--- config.mk ---
export PLATFORM = sky130hd
export DESIGN_NAME = alu_sequencer
export DESIGN_NICKNAME = d
export VERILOG_FILES = /design/src/rtl/alu_seq_pkg.sv /design/src/rtl/alu_seq_regfile.sv /design/src/rtl/alu_sequencer.sv
export SDC_FILE = /design/constraint.sdc
export NUM_CORES = 1
export LEC_CHECK = 0
export ABC_AREA = 1
export CAP_MARGIN = 40
export CORE_UTILIZATION = 40
export CTS_CLUSTER_DIAMETER = 200
export DETAILED_ROUTE_END_ITERATION = 16
export PLACE_DENSITY = 0.77
export SYNTH_ARGS = -nofsm -noshare
export SYNTH_HDL_FRONTEND = slang
export SYNTH_HIERARCHICAL = 1
export SYNTH_SLANG_ARGS = --single-unit
--- constraint.sdc ---
create_clock -name clk -period 1.5 [get_ports clk]
set_clock_uncertainty 0.15 [all_clocks]
set_input_delay 0.3 -clock clk [delete_from_list [all_inputs] [get_ports clk]]
set_output_delay 0.3 -clock clk [all_outputs]
set_load 0.005 [all_outputs]
--- src/rtl/alu_seq_pkg.sv ---
// Shared constants for the ALU sequencer: widths, opcodes, FSM encoding,
// instruction field layout and status-flag bit indices.
package alu_seq_pkg;

    localparam int unsigned DATA_W    = 4;
    localparam int unsigned REG_COUNT = 4;
    localparam int unsigned RIDX_W    = $clog2(REG_COUNT);
    localparam int unsigned INSTR_W   = 16;
    localparam int unsigned OP_W      = 4;
    localparam int unsigned IMM_W     = 4;
    localparam int unsigned FLAG_W    = 4;

    localparam logic [OP_W-1:0] OP_NOP = 4'b0000;
    localparam logic [OP_W-1:0] OP_AND = 4'b0001;
    localparam logic [OP_W-1:0] OP_OR  = 4'b0010;
    localparam logic [OP_W-1:0] OP_NOT = 4'b0011;
    localparam logic [OP_W-1:0] OP_XOR = 4'b0100;
    localparam logic [OP_W-1:0] OP_SHL = 4'b0101;
    localparam logic [OP_W-1:0] OP_ASR = 4'b0110;
    localparam logic [OP_W-1:0] OP_SHR = 4'b0111;
    localparam logic [OP_W-1:0] OP_ADD = 4'b1000;
    localparam logic [OP_W-1:0] OP_SUB = 4'b1001;

    localparam logic [1:0] ST_IDLE   = 2'd0;
    localparam logic [1:0] ST_DECODE = 2'd1;
    localparam logic [1:0] ST_EXEC   = 2'd2;
    localparam logic [1:0] ST_WB     = 2'd3;

    localparam int unsigned OP_LSB      = 12;
    localparam int unsigned RD_LSB      = 10;
    localparam int unsigned RS1_LSB     = 8;
    localparam int unsigned RS2_LSB     = 6;
    localparam int unsigned USE_IMM_BIT = 5;
    localparam int unsigned CIN_SEL_BIT = 4;
    localparam int unsigned IMM_LSB     = 0;

    localparam int unsigned FLAG_N = 3;
    localparam int unsigned FLAG_Z = 2;
    localparam int unsigned FLAG_C = 1;
    localparam int unsigned FLAG_V = 0;

    typedef struct packed {
        logic [OP_W-1:0]   op;
        logic [RIDX_W-1:0] rd;
        logic [RIDX_W-1:0] rs1;
        logic [RIDX_W-1:0] rs2;
        logic              use_imm;
        logic              cin_sel;
        logic [IMM_W-1:0]  imm;
    } instr_t;

    function automatic instr_t decode_instr(input logic [INSTR_W-1:0] raw);
        instr_t d;
        d.op      = raw[OP_LSB +: OP_W];
        d.rd      = raw[RD_LSB +: RIDX_W];
        d.rs1     = raw[RS1_LSB +: RIDX_W];
        d.rs2     = raw[RS2_LSB +: RIDX_W];
        d.use_imm = raw[USE_IMM_BIT];
        d.cin_sel = raw[CIN_SEL_BIT];
        d.imm     = raw[IMM_LSB +: IMM_W];
        return d;
    endfunction

    function automatic logic is_legal_op(input logic [OP_W-1:0] op);
        case (op)
            OP_NOP, OP_AND, OP_OR, OP_NOT, OP_XOR,
            OP_SHL, OP_ASR, OP_SHR, OP_ADD, OP_SUB: return 1'b1;
            default:                                return 1'b0;
        endcase
    endfunction

endpackage

--- src/rtl/alu_seq_regfile.sv ---
// Sequencer register file: one write port, three combinational read ports.
module alu_seq_regfile
    import alu_seq_pkg::*;
(
    input  logic              clk,
    input  logic              rst,
    input  logic              we,
    input  logic [RIDX_W-1:0] waddr,
    input  logic [DATA_W-1:0] wdata,
    input  logic [RIDX_W-1:0] raddr1,
    input  logic [RIDX_W-1:0] raddr2,
    input  logic [RIDX_W-1:0] dbg_addr,
    output logic [DATA_W-1:0] rdata1,
    output logic [DATA_W-1:0] rdata2,
    output logic [DATA_W-1:0] dbg_data
);

    logic [DATA_W-1:0] mem [REG_COUNT];

    always_ff @(posedge clk or posedge rst) begin
        if (rst) begin
            for (int i = 0; i < int'(REG_COUNT); i++) begin
                mem[i] <= '0;
            end
        end else if (we) begin
            mem[waddr] <= wdata;
        end
    end

    assign rdata1   = mem[raddr1];
    assign rdata2   = mem[raddr2];
    assign dbg_data = mem[dbg_addr];

endmodule

--- src/rtl/alu_sequencer.sv ---
// Multi-cycle ALU control: IDLE -> DECODE -> EXEC -> WB, one instruction per 4 cycles.
// Optional retire/illegal counters are enabled with ALU_SEQ_PERF_CNT_EN.
module alu_sequencer
    import alu_seq_pkg::*;
(
    input  logic               clk,
    input  logic               rst,
    input  logic [INSTR_W-1:0] instr,
    input  logic               instr_valid,
    output logic               instr_ready,
    output logic [DATA_W-1:0]  alu_a,
    output logic [DATA_W-1:0]  alu_b,
    output logic [OP_W-1:0]    alu_op,
    output logic               alu_cin,
    input  logic [DATA_W-1:0]  alu_y,
    input  logic               alu_n,
    input  logic               alu_z,
    input  logic               alu_c,
    input  logic               alu_v,
    output logic               done,
    output logic               illegal,
    output logic [FLAG_W-1:0]  flags,
`ifdef ALU_SEQ_PERF_CNT_EN
    output logic [15:0]        retired_cnt,
    output logic [7:0]         illegal_cnt,
`endif
    input  logic [RIDX_W-1:0]  dbg_addr,
    output logic [DATA_W-1:0]  dbg_data
);

    logic [1:0]        state;
    logic [1:0]        state_nxt;
    instr_t            instr_q;
    logic [DATA_W-1:0] cap_y;
    logic [FLAG_W-1:0] cap_flags;
    logic              rf_we;
    logic              done_nxt;
    logic              illegal_nxt;
    logic [DATA_W-1:0] rs1_data;
    logic [DATA_W-1:0] rs2_data;

    assign instr_ready = (state == ST_IDLE);

    alu_seq_regfile u_regfile (
        .clk      (clk),
        .rst      (rst),
        .we       (rf_we),
        .waddr    (instr_q.rd),
        .wdata    (cap_y),
        .raddr1   (instr_q.rs1),
        .raddr2   (instr_q.rs2),
        .dbg_addr (dbg_addr),
        .rdata1   (rs1_data),
        .rdata2   (rs2_data),
        .dbg_data (dbg_data)
    );

    always_ff @(posedge clk or posedge rst) begin
        if (rst) begin
            state <= ST_IDLE;
        end else begin
            state <= state_nxt;
        end
    end

    // Next state plus writeback control; retirement decisions are made in WB.
    always_comb begin
        state_nxt   = state;
        rf_we       = 1'b0;
        done_nxt    = 1'b0;
        illegal_nxt = 1'b0;
        case (state)
            ST_IDLE:   if (instr_valid) state_nxt = ST_DECODE;
            ST_DECODE: state_nxt = ST_EXEC;
            ST_EXEC:   state_nxt = ST_WB;
            ST_WB: begin
                state_nxt = ST_IDLE;
                if (is_legal_op(instr_q.op)) begin
                    done_nxt = 1'b1;
                    rf_we    = (instr_q.op != OP_NOP);
                end else begin
                    illegal_nxt = 1'b1;
                end
            end
            default:   state_nxt = ST_IDLE;
        endcase
    end

    always_ff @(posedge clk or posedge rst) begin
        if (rst) begin
            instr_q   <= '0;
            alu_a     <= '0;
            alu_b     <= '0;
            alu_op    <= '0;
            alu_cin   <= 1'b0;
            cap_y     <= '0;
            cap_flags <= '0;
            flags     <= '0;
            done      <= 1'b0;
            illegal   <= 1'b0;
        end else begin
            done    <= done_nxt;
            illegal <= illegal_nxt;
            if (state == ST_IDLE && instr_valid) begin
                instr_q <= decode_instr(instr);
            end
            if (state == ST_DECODE) begin
                alu_a   <= rs1_data;
                alu_b   <= instr_q.use_imm ? DATA_W'(instr_q.imm) : rs2_data;
                alu_op  <= instr_q.op;
                alu_cin <= instr_q.cin_sel ? flags[FLAG_C] : 1'b0;
            end
            if (state == ST_EXEC) begin
                cap_y             <= alu_y;
                cap_flags[FLAG_N] <= alu_n;
                cap_flags[FLAG_Z] <= alu_z;
                cap_flags[FLAG_C] <= alu_c;
                cap_flags[FLAG_V] <= alu_v;
            end
            if (rf_we) begin
                flags <= cap_flags;
            end
        end
    end

`ifdef ALU_SEQ_PERF_CNT_EN
    // Retire count wraps; illegal count saturates.
    always_ff @(posedge clk or posedge rst) begin
        if (rst) begin
            retired_cnt <= '0;
            illegal_cnt <= '0;
        end else begin
            if (done_nxt || illegal_nxt) begin
                retired_cnt <= retired_cnt + 16'd1;
            end
            if (illegal_nxt && illegal_cnt != 8'hFF) begin
                illegal_cnt <= illegal_cnt + 8'd1;
            end
        end
    end
`endif

endmodule

==> results of run 1 <==
cells by family (layout without fill, tap and decap cells):
group | count (synthesis) | count (layout) | synth area share
DFF | 61 | 61 | 0.515
adders and majority gates | 5 | 5 | 0.0211
muxes | 29 | 29 | 0.118
buffers and inverters | 48 | 185 | 0.0700
and+or+nand+nor | 165 | 166 | 0.247
AOI/OAI and AO/OA | 16 | 16 | 0.0299
final cells by class:
cell class                 instances  area (um2)  share of cell area
clock inverter                     6         109              0.0230
multi-input combinational        216        1470               0.310
inverter                          39         158              0.0333
sequential                        61        1530               0.323
tap                               99         124              0.0261
timing repair buffer             130        1210               0.256
clock buffer                      10         138              0.0291
worst register-to-register path: stages (launching register included):
cell     delay, ns
dfrtp_1       0.44
nor2_1        0.13
nand2_1       0.12
nand3_4       0.11
inv_4         0.05
buf_12        0.12
buf_16        0.12
nand4_1       0.09
nand2_1       0.07
stage by stage:
| step | hold WS [ns] | setup TNS, ns | total power [mW] | instances |
|---|---|---|---|---|
| floorplan | 0.0637 | 0 | 5.45 | 324 |
| global placement | 0.309 | -4.46 | 7.42 | 513 |
| detailed placement | 0.319 | -5.20 | 7.53 | 513 |
| CTS | 0.144 | -0.801 | 10.1 | 550 |
| global route | 0.177 | -2.05 | 11.6 | 561 |
| finish | 0.144 | -0.357 | 10.9 | 561 |
cell usage after synthesis:
library cell,instances
a21oi_1,3
a31oi_1,4
buf_2,6
buf_4,2
buf_6,1
dfrtp_1,61
ha_1,5
inv_1,37
inv_4,2
mux2_2,23
mux2_4,6
nand2_1,107
nand2_4,1
nand3_1,26
nand3_2,3
nand3_4,1
nand4_1,16
nor2_1,11
o21ai_0,4
o21ai_1,4
o21ai_2,1
worst paths after layout:
kind / startpoint / to / slack [ns] / cells after the start
min reg2reg: flags[2] / flags[2] / 0.34 / 2
max in group asynchronous: rst / instr_q[13] / 0.63 / 3
max reg2reg: instr_q[15] / u_regfile/mem[7] / -0.01 / 8
min in group clk: flags[2] / flags[2] / 0.34 / 2
max: u_regfile/mem[8] / dbg_data[0] / -0.1 / 5
min: rst / instr_q[11] / 0.14 / 2
power groups by stage:
stage               clock, mW  combinational, mW  sequential, mW
detailed placement          0               4.39            3.14
finish                   1.84               5.85            3.21
floorplan                   0               2.46            2.99
CTS                      1.86               5.09            3.14
global route             1.94               6.34            3.32
global placement            0               4.31            3.11
flip-flops by register name (all words and copies together) (netlist names), 2 cells and up:
signal and flops:
alu_a 4, alu_b 4, alu_op 4, cap_flags 4
cap_y 4, flags 4, instr_q 16, state 2
u_regfile/mem 16
per-layer routing:
layer,wire length (um),GRT usage,vias to the layer above,part of all wire
li1,-,-,1325,-
met1,3520,0.270,1297,0.42
met2,4040,0.371,125,0.49
met3,491,0.0641,34,0.059
met4,266,0.107,0,0.032
met5,0,0,-,0
what timing repair did:
action,4_1_cts,5_1_grt
gates resized for setup,77,57
pin swaps,11,19
cloned,3,0
setup endpoints to repair,54,61
setup buffers,19,14
==> flow_summary.ini, run 1 <==
[clocking]
cts_buffer_depth = 2
clock_latency_ns = 0.35
cts_htree_levels = 3
hold_buffers = 0
numClockSinks = 61
clock-root-buffer = clkbuf_8
cts_tree = yes
clk_pin_slew_ns = 0.07
cts_made_buffers = 9

[setup_path]
required_ns = 1.05
worst_setup_path_end_kind = output pin
cp_cell_sequence = inv_2 -> nand2_2 -> nand3_2 -> nand2_1 -> buf_2
cp-start-kind = flop
slowest_delay_ns = 0.40
cp.buffers_inverters = 2
crit_family = flip-flops
crit_slowest_cell = dfrtp_1
arrival_ns = 1.15
worst-path-max-fanout = 3
path_class = reg -> out

[synth]
synth.top_cell.area_share = 0.515
synth_area_leaders = dfrtp_1 (51%), nand2_1 (14%), mux2_2 (8.7%)
yosysUniqueCellTypes = 21
yosysTopAreaCell = dfrtp_1
yosysWarnings = 6
ys_seq_area_frac = 0.515
synth.avg_cell_area_um2 = 9.16
syn_area_um2 = 2970
synth_nets = 358
yosys_register_bits = 61
synth_cells = 324

[floorplanning]
ios = 53
dieArea_um2 = 7770
die_w_um = 88.1
dieHeight_um = 88.1
coreArea_um2 = 7210
fp-row-count = 31
start_util = 0.411

[final_layout]
drive_gt1_frac = 0.407
fin_util = 0.657
nets = 491
n_fill_cell = 537
final_common_cell = nand2_1
diodes = 0
final_cell_mix = nand2_1 (97), dfrtp_1 (59), buf_4 (59), clkdlybuf4s50_1 (26), nand3_1 (20)
area_growth_pct = 59.7
final_cell_area_um2 = 4740

[timing]
report.final.slew_viol_count = 0
layout_setup_ws_ns = -0.0956
min_period_ns = 1.60
max_slew_margin = 0.673
max_freq_ghz = 0.627
hold_violations = 0
setup_viol = 6
period_share = 1.06
tightest_slew_ns = 0.489
rsz0062_at_grt = true

[detailed_routing]
wl_mm = 8.32
routedWlPerCell_um = 14.8
first_pass_iters = 5
ant_nets = 0
drc = 0
vias = 2781
via_per_inst = 4.96
first_iter_violations = 224

[global_route]
first_global_vias = 2717
grt_max_degree = 31
track_usage = 0.224
grt_pass1_wl_mm = 12.7
grt_overflow = 0
antenna_found_initial = 0

[power]
switchingPower_mw = 4.03
power.leakage_nw = 2.39
intPower_mw = 6.87
vdd_ir_drop_max_mv = 1.22
combPwrFrac = 0.536
power_density_nw_per_um2 = 2300
share_seq_of_total_power = 0.295
p_clk_frac = 0.169
swShare = 0.370

[outcome]
violations = negative setup slack
status = finished with violations

[place]
port_buffers = 52
routabilityCongestion = 0.872
placed_area_um2 = 3970
hpwl_mm = 5.02
pre_cts_slack_ns = -0.585

[run]
drv_cap = 0

[hold_path]
min_path_type = in -> async
(Power assumes the default switching activity.)
==> inputs of run 2 (changes only) <==
- CAP_MARGIN: 40 -> 15
- CTS_BUF_LIST: not set -> sky130_fd_sc_hd__clkbuf_2 sky130_fd_sc_hd__clkbuf_4 sky130_fd_sc_hd__clkbuf_8
- REMOVE_ABC_BUFFERS: not set -> 1
==> flow_summary.ini, run 2 (synthesis results as in run 1) <==
[setup_path]
crit_slowest_cell = dfrtp_1
arrival_ns = 1.14
r2r.worst_path.cells = 7
path_class = reg -> out
cp-start-kind = flop
worst_setup_path_end_kind = output pin
timing.rr.start = instr_q[14]
slowest_delay_ns = 0.41
required_ns = 1.05
worst-path-max-fanout = 2
worst-r2r-setup-slack_ns = -0.07
cp_cell_sequence = inv_1 -> nand2_1 -> nand3_1 -> nand2_1 -> buf_2
crit_top_cell = nand2_1
reg2reg_to = flags[2]

[hold_path]
min_path_type = in -> async

[timing]
max_freq_ghz = 0.629
period_share = 1.06
layout_setup_ws_ns = -0.0891
setup_tns_ns = -1.19
min_period_ns = 1.59
max_slew_margin = 0.552
tightest_slew_ns = 0.671
rsz0062_at_grt = true
setup_viol = 36
holdWs_ns = 0.242
report.final.slew_viol_count = 0
hold_violations = 0

[floorplanning]
dieArea_um2 = 7770
start_util = 0.411
fp-row-count = 31
coreArea_um2 = 7210
dieHeight_um = 88.1
die_w_um = 88.1
ios = 53

[run]
drv_cap = 0

[detailed_routing]
first_pass_iters = 4
drc = 0
vias = 2791
first_iter_violations = 146
wl_mm = 8.39
ant_nets = 0
via_per_inst = 4.98
routedWlPerCell_um = 15.0

[clocking]
cts_buffer_depth = 2
cts_made_buffers = 9
numClockSinks = 61
clock_latency_ns = 0.34
clk_pin_slew_ns = 0.07
clock-root-buffer = clkbuf_8
cts_htree_levels = 3
cts_tree = yes

[global_route]
grt_max_degree = 46
grt_overflow = 0
grt_pass1_wl_mm = 12.5
first_global_vias = 2667
track_usage = 0.217
antenna_found_initial = 0

[power]
power.leakage_nw = 2.36
vdd_ir_drop_max_mv = 1.21
power_density_nw_per_um2 = 2250
p_total_mw = 10.6

[place]
port_buffers = 52
placed_area_um2 = 3910
dpl.cell_count = 508
pre_cts_slack_ns = -0.587
hpwl_mm = 5.02
routabilityCongestion = 0.962

[final_layout]
instances_no_fill = 560
area_growth_pct = 58.9
fin_util = 0.653
final_cell_mix = nand2_1 (84), dfrtp_1 (61), buf_4 (61), clkdlybuf4s50_1 (25), nand2_2 (23)
diodes = 0
final_cell_area_um2 = 4710
drive_gt1_frac = 0.423
final_common_cell = nand2_1
top_regs = instr_q (16), u_regfile/mem (16)
nets = 490

[outcome]
violations = negative setup slack
status = finished with violations
[run 2: worst max path at each step]
stage,start,to,cells after the start
6_report,u_regfile/mem[7],dbg_data[3],5
3_5_place_dp,dbg_addr[0],dbg_data[1],6
5_1_grt,instr_q[14],u_regfile/mem[3],7
2_1_floorplan,instr_q[13],u_regfile/mem[0],6
3_3_place_gp,dbg_addr[0],dbg_data[0],6
4_1_cts,u_regfile/mem[9],dbg_data[1],5
[run 2: area by class of cell]
cell class	instances	area, um2
clock buffers	10	138
well taps	99	124
repair buffers	128	1170
flip-flops and latches	61	1530
multi-input cells	217	1510
fillers	547	2500
clock inverters	6	86.3
inverters	39	154
[run 2: per-layer routing]
metal	track usage	wire length, um
met1	0.274	3520
met2	0.356	4240
met3	0.0396	384
met4	0.111	245
met5	0	0
[run 2: critical path: cells and delay by family, from the launching register on]
kind / cells / cell delay, ns
flip-flops: 1 / 0.41
buffers and inverters: 2 / 0.22
AND/OR/NAND/NOR: 3 / 0.18
[run 2: power by group]
part           leakage (nW)  internal [mW]  total (mW)  switching, mW
combinational          1.50           3.18        5.75           2.57
clock                 0.112          0.977        1.66          0.681
sequential            0.742           2.46        3.22          0.759
total                  2.36           6.62        10.6           4.01
[run 2: repair_timing]
action | CTS | global route
buffers inserted | 23 | 13
hold buffers | 0 | 0
pin swaps | 19 | 20
resized for setup | 83 | 61
cloned | 2 | 2
setup endpoints to repair | 65 | 62
